## src/rtl/cpu_pkg.sv

```systemverilog
// cpu_pkg: opcode constants, FSM state encoding and instruction field slice macros for cpu_core.
// Latency: none (declarations only).
// Backpressure: n/a.
`ifndef CPU_PKG_MACROS
`define CPU_PKG_MACROS
// Instruction fields: opcode in the top 5 bits, register select just above the operand, operand at the bottom.
`define CPU_OPC(ir, ww)    ir[(ww)-1 -: 5]
`define CPU_RS(ir, aw, rw) ir[(rw)-1+(aw) : (aw)]
`define CPU_OPD(ir, aw)    ir[(aw)-1 : 0]
`endif

package cpu_pkg;

    localparam int OPC_W = 5;
    typedef logic [OPC_W-1:0] opc_t;

    localparam opc_t OP_NOP   = 5'd0;
    localparam opc_t OP_LOADI = 5'd1;
    localparam opc_t OP_LOAD  = 5'd2;
    localparam opc_t OP_STO   = 5'd3;
    localparam opc_t OP_ADD   = 5'd4;
    localparam opc_t OP_SUB   = 5'd5;
    localparam opc_t OP_JMP   = 5'd6;
    localparam opc_t OP_JZ    = 5'd7;
    localparam opc_t OP_HALT  = 5'd8;

    typedef enum logic [2:0] {
        ST_BOOT    = 3'd0,
        ST_FETCH   = 3'd1,
        ST_DECODE  = 3'd2,
        ST_EXECUTE = 3'd3,
        ST_WB      = 3'd4,
        ST_HALTED  = 3'd5
    } state_t;

    // Only LOAD and STO need a data-memory access after the fetch.
    function automatic logic is_mem_op(input opc_t op);
        return (op == OP_LOAD) || (op == OP_STO);
    endfunction

endpackage

```

## src/rtl/cpu_alu.sv

```systemverilog
// cpu_alu: combinational add/subtract with signed-overflow flag.
// Latency: 0 cycles (pure combinational).
// Backpressure: none.
module cpu_alu #(
    parameter int WORD_W = 16
) (
    input  logic [WORD_W-1:0] i_a,
    input  logic [WORD_W-1:0] i_b,
    input  logic              i_sub,
    output logic [WORD_W-1:0] o_y,
    output logic              o_ovf
);

    logic [WORD_W-1:0] w_b;

    // Subtract as a + ~b + 1; overflow when both addends share a sign the result does not.
    always_comb begin
        w_b   = i_sub ? ~i_b : i_b;
        o_y   = i_a + w_b + {{(WORD_W-1){1'b0}}, i_sub};
        o_ovf = (i_a[WORD_W-1] == w_b[WORD_W-1]) && (o_y[WORD_W-1] != i_a[WORD_W-1]);
    end

endmodule

```

## src/rtl/cpu_core.sv

```systemverilog
// cpu_core: multicycle accumulator CPU with register file, req/ack memory port and optional boot clear.
// Latency: 3 cycles per non-memory instruction, 4 for LOAD/STO, plus one per memory wait cycle.
// Backpressure: memory request fields are held until mem_ack; CPU_CORE_PERF_EN adds the retired counter.
module cpu_core
    import cpu_pkg::*;
#(
    parameter int WORD_W     = 16,
    parameter int ADDR_W     = 8,
    parameter int NUM_REGS   = 8,
    parameter int BOOT_CLEAR = 1
) (
    input  logic              clk,
    input  logic              rst_n,
    output logic              mem_req,
    output logic              mem_we,
    output logic [ADDR_W-1:0] mem_addr,
    output logic [WORD_W-1:0] mem_wdata,
    input  logic [WORD_W-1:0] mem_rdata,
    input  logic              mem_ack,
    output logic              boot,
    output logic              halted,
    output logic              ovfl
`ifdef CPU_CORE_PERF_EN
    ,
    output logic [31:0]       retired
`endif
);

    localparam int RSEL_W = $clog2(NUM_REGS);

    state_t            r_state, w_state_nxt;
    logic [WORD_W-1:0] r_ir, r_mdr;
    logic [ADDR_W-1:0] r_pc, r_boot_addr;
    logic              r_boot, r_halted, r_ovfl;
    logic              r_mem_req, r_mem_we;
    logic [ADDR_W-1:0] r_mem_addr;
    logic [WORD_W-1:0] r_mem_wdata;
    logic [WORD_W-1:0] r_regs [NUM_REGS];

    opc_t              w_opc;
    logic [RSEL_W-1:0] w_rs;
    logic [ADDR_W-1:0] w_opd;
    logic [WORD_W-1:0] w_rs_val;
    logic [WORD_W-1:0] w_alu_y;
    logic              w_alu_ovf;
    logic              w_ack;
    logic [ADDR_W-1:0] w_pc_inc, w_pc_br;

    logic              w_req_nxt, w_we_nxt;
    logic [ADDR_W-1:0] w_addr_nxt;
    logic [WORD_W-1:0] w_wdata_nxt;
    logic              w_ir_ld, w_mdr_ld;
    logic [ADDR_W-1:0] w_boot_addr_nxt;
    logic              w_boot_nxt, w_halted_nxt;
    logic              w_pc_ld;
    logic [ADDR_W-1:0] w_pc_val;
    logic              w_rf_we;
    logic [RSEL_W-1:0] w_rf_sel;
    logic [WORD_W-1:0] w_rf_dat;
    logic              w_ovfl_set;

    assign w_opc    = `CPU_OPC(r_ir, WORD_W);
    assign w_rs     = `CPU_RS(r_ir, ADDR_W, RSEL_W);
    assign w_opd    = `CPU_OPD(r_ir, ADDR_W);
    assign w_rs_val = r_regs[w_rs];
    assign w_ack    = r_mem_req & mem_ack;
    assign w_pc_inc = r_pc + ADDR_W'(1);

    // Branch target: JMP always, JZ only when the accumulator is zero; pc wraps naturally.
    always_comb begin
        w_pc_br = w_pc_inc;
        if (w_opc == OP_JMP)
            w_pc_br = w_opd;
        else if ((w_opc == OP_JZ) && (r_regs[0] == '0))
            w_pc_br = w_opd;
    end

    cpu_alu #(
        .WORD_W (WORD_W)
    ) u_alu (
        .i_a   (r_regs[0]),
        .i_b   (w_rs_val),
        .i_sub (w_opc == OP_SUB),
        .o_y   (w_alu_y),
        .o_ovf (w_alu_ovf)
    );

    // State register.
    always_ff @(posedge clk or negedge rst_n) begin
        if (!rst_n)
            r_state <= (BOOT_CLEAR != 0) ? ST_BOOT : ST_FETCH;
        else
            r_state <= w_state_nxt;
    end

    // Next-state, memory request and datapath control; a request is raised on entry to a memory state
    // (or in its first cycle if entered with req low) and always drops the cycle after its ack.
    always_comb begin
        w_state_nxt     = r_state;
        w_req_nxt       = r_mem_req;
        w_we_nxt        = r_mem_we;
        w_addr_nxt      = r_mem_addr;
        w_wdata_nxt     = r_mem_wdata;
        w_ir_ld         = 1'b0;
        w_mdr_ld        = 1'b0;
        w_boot_addr_nxt = r_boot_addr;
        w_boot_nxt      = r_boot;
        w_halted_nxt    = r_halted;
        w_pc_ld         = 1'b0;
        w_pc_val        = r_pc;
        w_rf_we         = 1'b0;
        w_rf_sel        = w_rs;
        w_rf_dat        = WORD_W'(w_opd);
        w_ovfl_set      = 1'b0;

        if (w_ack)
            w_req_nxt = 1'b0;

        case (r_state)
            ST_BOOT: begin
                if (!r_mem_req) begin
                    w_req_nxt   = 1'b1;
                    w_we_nxt    = 1'b1;
                    w_addr_nxt  = r_boot_addr;
                    w_wdata_nxt = '0;
                end else if (mem_ack) begin
                    if (r_boot_addr == '1) begin
                        w_state_nxt = ST_FETCH;
                        w_boot_nxt  = 1'b0;
                        w_pc_ld     = 1'b1;
                        w_pc_val    = '0;
                    end else begin
                        w_boot_addr_nxt = r_boot_addr + ADDR_W'(1);
                    end
                end
            end
            ST_FETCH: begin
                if (!r_mem_req) begin
                    w_req_nxt  = 1'b1;
                    w_we_nxt   = 1'b0;
                    w_addr_nxt = r_pc;
                end else if (mem_ack) begin
                    w_ir_ld     = 1'b1;
                    w_state_nxt = ST_DECODE;
                end
            end
            ST_DECODE: begin
                if (is_mem_op(w_opc)) begin
                    w_state_nxt = ST_EXECUTE;
                    w_req_nxt   = 1'b1;
                    w_we_nxt    = (w_opc == OP_STO);
                    w_addr_nxt  = w_opd;
                    w_wdata_nxt = w_rs_val;
                end else begin
                    w_state_nxt = ST_WB;
                end
            end
            ST_EXECUTE: begin
                if (w_ack) begin
                    w_mdr_ld    = (w_opc == OP_LOAD);
                    w_state_nxt = ST_WB;
                end
            end
            ST_WB: begin
                case (w_opc)
                    OP_LOADI: w_rf_we = 1'b1;
                    OP_LOAD: begin
                        w_rf_we  = 1'b1;
                        w_rf_dat = r_mdr;
                    end
                    OP_ADD, OP_SUB: begin
                        w_rf_we    = 1'b1;
                        w_rf_sel   = '0;
                        w_rf_dat   = w_alu_y;
                        w_ovfl_set = w_alu_ovf;
                    end
                    default: ;
                endcase
                if (w_opc == OP_HALT) begin
                    w_state_nxt  = ST_HALTED;
                    w_halted_nxt = 1'b1;
                end else begin
                    w_state_nxt = ST_FETCH;
                    w_pc_ld     = 1'b1;
                    w_pc_val    = w_pc_br;
                    w_req_nxt   = 1'b1;
                    w_we_nxt    = 1'b0;
                    w_addr_nxt  = w_pc_br;
                end
            end
            ST_HALTED: ;
            default: w_state_nxt = ST_FETCH;
        endcase
    end

    // Datapath registers: memory port, ir/mdr, pc, boot counter, flags and register file.
    always_ff @(posedge clk or negedge rst_n) begin
        if (!rst_n) begin
            r_mem_req   <= 1'b0;
            r_mem_we    <= 1'b0;
            r_mem_addr  <= '0;
            r_mem_wdata <= '0;
            r_ir        <= '0;
            r_mdr       <= '0;
            r_pc        <= '0;
            r_boot_addr <= '0;
            r_boot      <= (BOOT_CLEAR != 0);
            r_halted    <= 1'b0;
            r_ovfl      <= 1'b0;
            for (int i = 0; i < NUM_REGS; i++)
                r_regs[i] <= '0;
        end else begin
            r_mem_req   <= w_req_nxt;
            r_mem_we    <= w_we_nxt;
            r_mem_addr  <= w_addr_nxt;
            r_mem_wdata <= w_wdata_nxt;
            r_boot_addr <= w_boot_addr_nxt;
            r_boot      <= w_boot_nxt;
            r_halted    <= w_halted_nxt;
            if (w_ovfl_set)
                r_ovfl <= 1'b1;
            if (w_ir_ld)
                r_ir <= mem_rdata;
            if (w_mdr_ld)
                r_mdr <= mem_rdata;
            if (w_pc_ld)
                r_pc <= w_pc_val;
            if (w_rf_we)
                r_regs[w_rf_sel] <= w_rf_dat;
        end
    end

    assign mem_req   = r_mem_req;
    assign mem_we    = r_mem_we;
    assign mem_addr  = r_mem_addr;
    assign mem_wdata = r_mem_wdata;
    assign boot      = r_boot;
    assign halted    = r_halted;
    assign ovfl      = r_ovfl;

`ifdef CPU_CORE_PERF_EN
    logic [31:0] r_retired;

    // Retired-instruction counter: one per write-back, so it stays frozen in BOOT and HALTED.
    always_ff @(posedge clk or negedge rst_n) begin
        if (!rst_n)
            r_retired <= '0;
        else if (r_state == ST_WB)
            r_retired <= r_retired + 32'd1;
    end

    assign retired = r_retired;
`endif

endmodule

```

## config.mk

```make
export PLATFORM = sky130hd
export DESIGN_NAME = cpu_core
export DESIGN_NICKNAME = d
export VERILOG_FILES = /design/src/rtl/cpu_pkg.sv /design/src/rtl/cpu_alu.sv /design/src/rtl/cpu_core.sv
export SDC_FILE = /design/constraint.sdc
export NUM_CORES = 1
export LEC_CHECK = 0
export ABC_AREA = 1
export BUFFER_PORTS_ARGS = -buffer_cell sky130_fd_sc_hd__buf_4
export CORE_ASPECT_RATIO = 0.5
export CORE_MARGIN = 2
export CORE_UTILIZATION = 47
export CTS_BUF_LIST = sky130_fd_sc_hd__clkbuf_8
export DETAILED_ROUTE_END_ITERATION = 8
export GPL_ROUTABILITY_DRIVEN = 0
export GPL_TIMING_DRIVEN = 0
export PLACE_DENSITY_LB_ADDON = 0.2
export SLEW_MARGIN = 20
export SYNTH_ARGS = -nofsm -noshare
export SYNTH_HDL_FRONTEND = slang
export SYNTH_SLANG_ARGS = --single-unit
```

## constraint.sdc

```tcl
create_clock -name clk -period 3.3 [get_ports clk]
set_input_delay 0.165 -clock clk [delete_from_list [all_inputs] [get_ports clk]]
set_output_delay 0.165 -clock clk [all_outputs]
set_load 0.005 [all_outputs]
```

==> results.md, run 1 <==
* Final Critical Period at 3.384 ns
* Ys async rst share at 1.000
* Post-Syn Area per Cell at 8.104 um^2
* CORE AREA at 23030 um^2
* Total number of vias at 10336
* Most common cell after layout, fill and taps aside: nand2_1
* Die X at 221.4 um
* Clk network pwr share at 0.458
* Total CTS buffers at 34
* CP endpoint kind: flip-flop
* Drt wl/cell at 19.09 um
* Yosys cell types at 55
* PortBufs at 47
* Total power at 4.891 mW
* Worst skew pair latency at 0.53 ns
* Worst Tran Pin Value at 0.7675 ns
* Initial antenna violation count at 0
* First-pass DRT Iterations at 6
* F_max at 295.5 MHz
* Drt via density at 5.593
* Final Max Slew Viols at 0
* Final Cycle Share at 1.026
* Ant diodes at 0
* Die footprint at 24960 um^2
* CP max stage cell: dfrtp_2
* RSZ-0062 raised after global routing: true
* Syn Inst Count at 1371
* Most frequent cells in the layout: 358 x nand2_1, 205 x dfrtp_1, 133 x inv_1
* Final TNS setup at -1.178 ns
* Prevailing post-synth register cell: dfrtp_1
* Row cnt at 39
* CTS root buf: clkbuf_8
* Initial Utilization at 0.4824
* Crit path kind: flip-flop to flip-flop
* Antenna-violating nets left at 0
* Slew margin rel. at 0.4849
* Post-synth EDFFs at 0
* Failing checks: setup timing
* Post-place setup slack at -1.546 ns
* Util after Layout at 0.6037
* WL final at 35280 um
* Run status: finished with violations
* Synth warn at 0
* DR DRC count at 0
* Worst VDD drop at 0.0002711 V
* CP max stage delay at 0.46 ns
* R2R depth at 16
* Psw at 1.132 mW
* Leakage at 6.720 nW
* Gr ovfl total at 0
* Vias in the first global route at 10074
* Comb power frac at 0.021
* Sw frac at 0.2314
* Sequential share of power at 0.521
* Final net count at 1557
* Die H at 112.7 um
* R2r endpoint: r_regs[42]
* R2r setup slk at -0.08 ns
* Layout area overhead at 25.15%
* CTS Buffer Depth at 3
* # setup viols final at 21
* Clock H-tree levels at 2
* Mapped cell area at 11110 um^2
* Max-cap check violation count at 0
* Sequential share of the synthesized area at 0.4686
* Drt initial violations at 841
* Buf/Inv on CP at 4
* Worst Path Arrival at 3.80 ns
* CP startpoint kind: flip-flop
* Fillcell total at 1988
* Final setup skew at 0.01309 ns
* First-pass GRT wire length at 55210 um
* HP Class: input port to asynchronous set/reset pin
* Yosys reg bits at 208
* Internal at 3.760 mW
* Syn_nets at 1409
* Layout cells sized above 1 at 0.2291
* Critical-path cell list: clkinv_4 -> clkbuf_16 -> buf_12 -> o21ai_4 -> o21ai_2 -> o21ai_2 -> xor2_1 -> ha_1 -> a21oi_2 -> inv_2 -> a21oi_2 -> nand3_2 -> or2_4 -> a32o_2 -> nand2_2 -> nand2_1
* CTS sink count at 208
* Critical path fanouts, max at 10
* CTS tree: built
* Clk slew on worst S/H paths at 0.06 ns
* Largest net degree at the start of global routing at 80
* R2r startpoint: r_ir[8]
* CP delay by family, top: compound AO/OA/AOI/OAI gates
* HPWL Detailed at 24630 um
* PwrDens at 351.8 nW/um^2
* Final Hold Viols at 0
* GRT Overall Usage at 0.2807
* Top-Level Pins at 48
* Final WS setup at -0.08445 ns
* Critical Path RT at 3.72 ns
worst max-delay path by stage:
stage,from,end,slack [ns],depth (start not counted)
after floorplan,r_ir[8],r_regs[104],0.08,17
after global placement,r_ir[8],r_regs[72],-1.49,17
after detailed placement,r_ir[8],r_regs[120],-1.55,17
after CTS,r_ir[8],r_regs[42],0.0005,17
after global routing,r_ir[8],r_regs[10],-0.18,16
final,r_ir[8],r_regs[42],-0.08,16
Yosys cell counts, types with 3 or more instances:
master,n,share of area
o21ai_0,162,0.073
buf_1,6,0.0020
nor2_8,6,0.011
ha_1,18,0.020
buf_2,8,0.0036
nand2_2,5,0.0028
dfrtp_1,207,0.47
nand2_1,378,0.13
nand3_2,5,0.0045
xor2_1,26,0.020
or2_2,3,0.0017
buf_6,7,0.0071
nor3_1,7,0.0032
nor2_4,9,0.0091
nor3_4,9,0.013
o211ai_1,6,0.0041
o22ai_1,25,0.014
clkbuf_1,21,0.0071
nor2_1,97,0.033
a31oi_1,14,0.0079
buf_4,5,0.0034
inv_2,29,0.0098
a21oi_1,39,0.018
o221ai_1,12,0.0095
nor4_1,3,0.0017
o21ai_1,50,0.023
a221oi_4,3,0.0071
xnor2_1,3,0.0024
nand3_1,54,0.024
inv_1,122,0.041
layout make-up:
class | count | area, um^2 | area share
Buffer | 47 | 466.7 | 0.03356
Clock buffer | 40 | 550.5 | 0.03959
Clock inverter | 18 | 96.34 | 0.006929
Inverter | 154 | 599.3 | 0.04310
Multi-Input combinational cell | 962 | 5595 | 0.4024
Sequential cell | 208 | 5209 | 0.3746
Tap cell | 307 | 384.1 | 0.02763
Timing Repair Buffer | 112 | 1003 | 0.07217
power by group through the flow:
stage	Clock, mW	Combinational (mW)	Sequential, mW
5_1_grt	2.40	0.115	2.55
3_5_place_dp	0	0.0869	2.60
3_3_place_gp	0	0.0748	2.60
6_report	2.24	0.101	2.55
4_1_cts	2.26	0.104	2.55
2_1_floorplan	0	0.00447	2.60
state kept, by name, summed over array words and instances, names as in the netlist:
| register | flops |
|---|---|
| halted | 1 |
| r_regs | 128 |
| mem_wdata | 16 |
| r_pc | 8 |
| r_mdr | 16 |
| r_state | 3 |
| boot | 1 |
| ovfl | 1 |
| r_ir | 16 |
| r_boot_addr | 8 |
| mem_addr | 8 |
| mem_we | 1 |
| mem_req | 1 |
routing by layer:
| layer | part of all wire | vias up | GRT usage |
|---|---|---|---|
| met2 | 0.46 | 487 | 0.4673 |
| met1 | 0.43 | 4967 | 0.3841 |
| met4 | 0.023 | 0 | 0.06396 |
| met3 | 0.084 | 72 | 0.05583 |
| met5 | 0 | - | 0 |
| li1 | - | 4810 | - |
logic make-up after synthesis:
family	Yosys count	share of synthesized area
AO/OA/AOI/OAI	332	0.1736
buffers and inverters	201	0.07635
AND/OR/NAND/NOR	582	0.2365
XOR/XNOR	29	0.02286
flip-flops	208	0.4686
adder cells (fa/ha/maj)	19	0.02207
worst register-to-register path, cell delays in order, from the launching register on:
cell and delay [ns]:
dfrtp_2 0.46, clkinv_4 0.11, clkbuf_16 0.17, buf_12 0.15, o21ai_4 0.16, o21ai_2 0.09
o21ai_2 0.27, xor2_1 0.24, ha_1 0.31, a21oi_2 0.20, inv_2 0.06, a21oi_2 0.18
nand3_2 0.12, or2_4 0.24, a32o_2 0.37, nand2_2 0.10, nand2_1 0.05
per-stage QoR:
step | hold slack (ns) | area [um^2] | cells
after floorplan | -0.1306 | 11110 | 1371
after global placement | 0.4325 | 11850 | 1725
after detailed placement | 0.1400 | 11910 | 1727
after CTS | 0.1760 | 13160 | 1815
after global routing | 0.1979 | 13900 | 1848
final | 0.1598 | 13900 | 1848
timing repair:
item / 4_1_cts / 5_1_grt
resized for setup: 108 / 135
hold buffers: 18 / 0
setup buffers: 12 / 31
gates cloned: 0 / 3
pin swaps: 10 / 40
setup endpoints to repair: 121 / 105
hold endpoints to repair: 94 / 0
Note: power is estimated with default switching activity, not from simulation.
==> inputs of run 2 (changes only) <==
SETUP_SLACK_MARGIN = 0.1   (was unset)
==> run 2 against run 1 <==
  * The run now ends clean
  * Clock power hardly changed
  * Setup slack better by 0.091 ns
  * Routed wire length is 2.1% higher
  * Highest routed layer unchanged
  * Largest cell class unchanged
  * Final area is 2.3% higher
  * Sequential power hardly changed
  * First-iteration DRC count is 1.7% higher
  * Combinational power hardly changed
==> results.md, run 2 (synthesis gave the netlist of run 1 again) <==
* # setup viols final at 0 (was 21)
* Final setup skew at 0.02864 ns (was 0.01309 ns)
* Clock H-tree levels at 2 (unchanged)
* Drt wl/cell at 19.49 um (was 19.09 um)
* Leakage at 6.914 nW (was 6.720 nW)
* Layout cells sized above 1 at 0.2701 (was 0.2291)
* Final Cycle Share at 0.9980 (was 1.026)
* Drt initial violations at 855 (was 841)
* RSZ-0062 raised after global routing: true (unchanged)
* Initial antenna violation count at 0 (unchanged)
* Clk slew on worst S/H paths at 0.06 ns (about the same)
* Max-cap check violation count at 0 (unchanged)
* Worst Tran Pin Value at 0.7863 ns (was 0.7675 ns)
* CP endpoint kind: flip-flop (unchanged)
* Worst Path Arrival at 3.74 ns (was 3.80 ns)
* CORE AREA at 23030 um^2 (unchanged)
* Vias in the first global route at 10237 (was 10074)
* Total CTS buffers at 34 (unchanged)
* Placed cell areas at 11910 um^2 (about the same)
* Antenna-violating nets left at 0 (unchanged)
* Drt via density at 5.694 (was 5.593)
* Sequential share of power at 0.522 (was 0.521)
* F_max at 303.6 MHz (was 295.5 MHz)
* Crit path kind: flip-flop to flip-flop (unchanged)
* Ant diodes at 0 (unchanged)
* Sw frac at 0.2353 (was 0.2314)
* Die footprint at 24960 um^2 (unchanged)
* Largest net degree at the start of global routing at 74 (was 80)
* Total number of vias at 10517 (was 10336)
* PwrDens at 343.9 nW/um^2 (was 351.8 nW/um^2)
* Footprint of the multi-input gates at 5841 um^2 (was 5595 um^2)
* Psw at 1.150 mW (was 1.132 mW)
* Die X at 221.4 um (unchanged)
* Most frequent cells in the layout: 337 x nand2_1, 205 x dfrtp_1, 129 x inv_1 (was 358 x nand2_1, 205 x dfrtp_1, 133 x inv_1)
* R2r startpoint: r_ir[8] (unchanged)
* Run status: complete, no violations (was finished with violations)
* Total power at 4.890 mW (was 4.891 mW)
* First-pass DRT Iterations at 5 (was 6)
* Final Hold Viols at 0 (unchanged)
* Final Max Slew Viols at 0 (unchanged)
* CTS Buffer Depth at 3 (unchanged)
* Final Critical Period at 3.293 ns (was 3.384 ns)
* Final net count at 1556 (was 1557)
* Gr ovfl total at 0 (unchanged)
* CP max stage cell: dfrtp_2 (unchanged)
* Critical-path cell list: clkinv_4 -> buf_12 -> clkbuf_16 -> buf_8 -> nor2_4 -> o21ai_2 -> o21ai_2 -> xor2_1 -> ha_2 -> a21oi_2 -> nor2_1 -> nor2_1 -> nand2_2 -> nand2_2 -> nand2_2 -> o211ai_4 -> buf_12 -> nand2_2 -> o21ai_1 (was clkinv_4 -> clkbuf_16 -> buf_12 -> o21ai_4 -> o21ai_2 -> o21ai_2 -> xor2_1 -> ha_1 -> a21oi_2 -> inv_2 -> a21oi_2 -> nand3_2 -> or2_4 -> a32o_2 -> nand2_2 -> nand2_1)
* Most frequent CP cell: nand2_2
* Slew margin rel. at 0.4723 (was 0.4849)
* CP startpoint kind: flip-flop (unchanged)
* Worst skew pair latency at 0.55 ns (was 0.53 ns)
* CP max stage delay at 0.45 ns (was 0.46 ns)
* CP startpoint: r_ir[8] (unchanged)
* Critical Path RT at 3.75 ns (was 3.72 ns)
* Critical path fanouts, max at 8 (was 10)
* CTS root buf: clkbuf_8 (unchanged)
* Most common cell after layout, fill and taps aside: nand2_1 (unchanged)
* HP Class: input port to asynchronous set/reset pin (unchanged)
* First-pass GRT wire length at 55370 um (was 55210 um)
* Die H at 112.7 um (unchanged)
* Comb power frac at 0.021 (about the same)
* Layout area overhead at 28.00% (was 25.15%)
* CTS tree: built (unchanged)
* Final Instance Area at 14220 um^2 (was 13900 um^2)
* Util after Layout at 0.6174 (was 0.6037)
* Fillcell total at 1925 (was 1988)
* Internal at 3.740 mW (was 3.760 mW)
* Initial Utilization at 0.4824 (unchanged)
* CTS sink count at 208 (unchanged)
* Clk network pwr share at 0.458 (about the same)
* DR DRC count at 0 (unchanged)
* Number of flip-flops under the largest register name at 128 (unchanged)
* Top-Level Pins at 48 (unchanged)
* Register area at 5209 um^2 (unchanged)
* Worst VDD drop at 0.0002715 V (was 0.0002711 V)
* WL final at 36000 um (was 35280 um)
* Row cnt at 39 (unchanged)
* HPWL Detailed at 24570 um (was 24630 um)
* Register name with the most flops: r_regs (unchanged)
* PortBufs at 47 (unchanged)
* GRT Overall Usage at 0.2823 (was 0.2807)
## run 2: cell types whose count changed in the layout (fill, tap and decap cells not counted), moves of 3 or more
cell	change
nand2_2	+13
buf_4	-3
clkbuf_16	+3
o21ai_1	+5
o21ai_0	-23
nand3_2	+11
a21oi_2	+5
a21oi_1	-6
o21ai_2	+18
clkbuf_4	-3
nand2_4	+8
nand2_1	-21
nand3_1	-11
inv_1	-4
## run 2: repair_timing
action | CTS | global route
hold buffers | 18 | 0
resized for setup | 140 | 209
cloned | 0 | 2
setup buffers | 20 | 22
pin swaps | 16 | 80
endpoints found under the hold margin | 101 | 0
setup endpoints to repair | 121 | 105
## run 2: final cells by class
class,instances,area share
Clock inverter,19,0.007478
Multi-Input combinational cell,962,0.4107
Buffer,47,0.03642
Inverter,154,0.04250
Tap cell,307,0.02701
Timing Repair Buffer,111,0.07188
Sequential cell,208,0.3663
Clock buffer,39,0.03774
## run 2: critical path, delay by kind of cell, from the launching register on
| kind | cells | cell delay, ns |
|---|---|---|
| and+or+nand+nor | 7 | 0.70 |
| adders and majority gates | 1 | 0.33 |
| AOI/OAI and AO/OA | 5 | 0.79 |
| DFF | 1 | 0.45 |
| buffers and inverters | 5 | 0.72 |
| xor gates and xnor gates | 1 | 0.20 |
## run 2: final timing paths
check,cells past startpoint,slack (ns),to
setup / recovery,19,0.007,r_regs[85]
hold / removal,2,0.15,mem_addr[3]
setup reg to reg,19,0.007,r_regs[85]
hold reg to reg,2,0.44,boot
max in group asynchronous,4,2.01,r_regs[24]
min in group clk,2,0.44,boot
## run 2: layer usage
metal,share of wire,track usage
met5,0,0
met4,0.027,0.09009
met3,0.082,0.05713
met2,0.47,0.4635
met1,0.42,0.3812
## run 2: stage by stage
stage | TNS (ns) | hold slack [ns] | std cells | setup slack, ns
2_1_floorplan | 0 | -0.1306 | 1371 | 0.1032
3_3_place_gp | -116.93 | 0.4325 | 1725 | -1.430
3_5_place_dp | -123.26 | 0.1572 | 1727 | -1.526
4_1_cts | 0 | 0.1817 | 1823 | 0.08046
5_1_grt | -4.926 | 0.2000 | 1847 | -0.1636
6_report | 0 | 0.1507 | 1847 | 0.006719
## run 2: power groups by stage
| stage | clock network [mW] | logic, mW | registers [mW] |
|---|---|---|---|
| CTS | 2.26 | 0.104 | 2.55 |
| global route | 2.40 | 0.116 | 2.55 |
| finish | 2.24 | 0.101 | 2.55 |
| detailed placement | 0 | 0.0870 | 2.60 |
| global placement | 0 | 0.0750 | 2.60 |
| floorplan | 0 | 0.00447 | 2.60 |
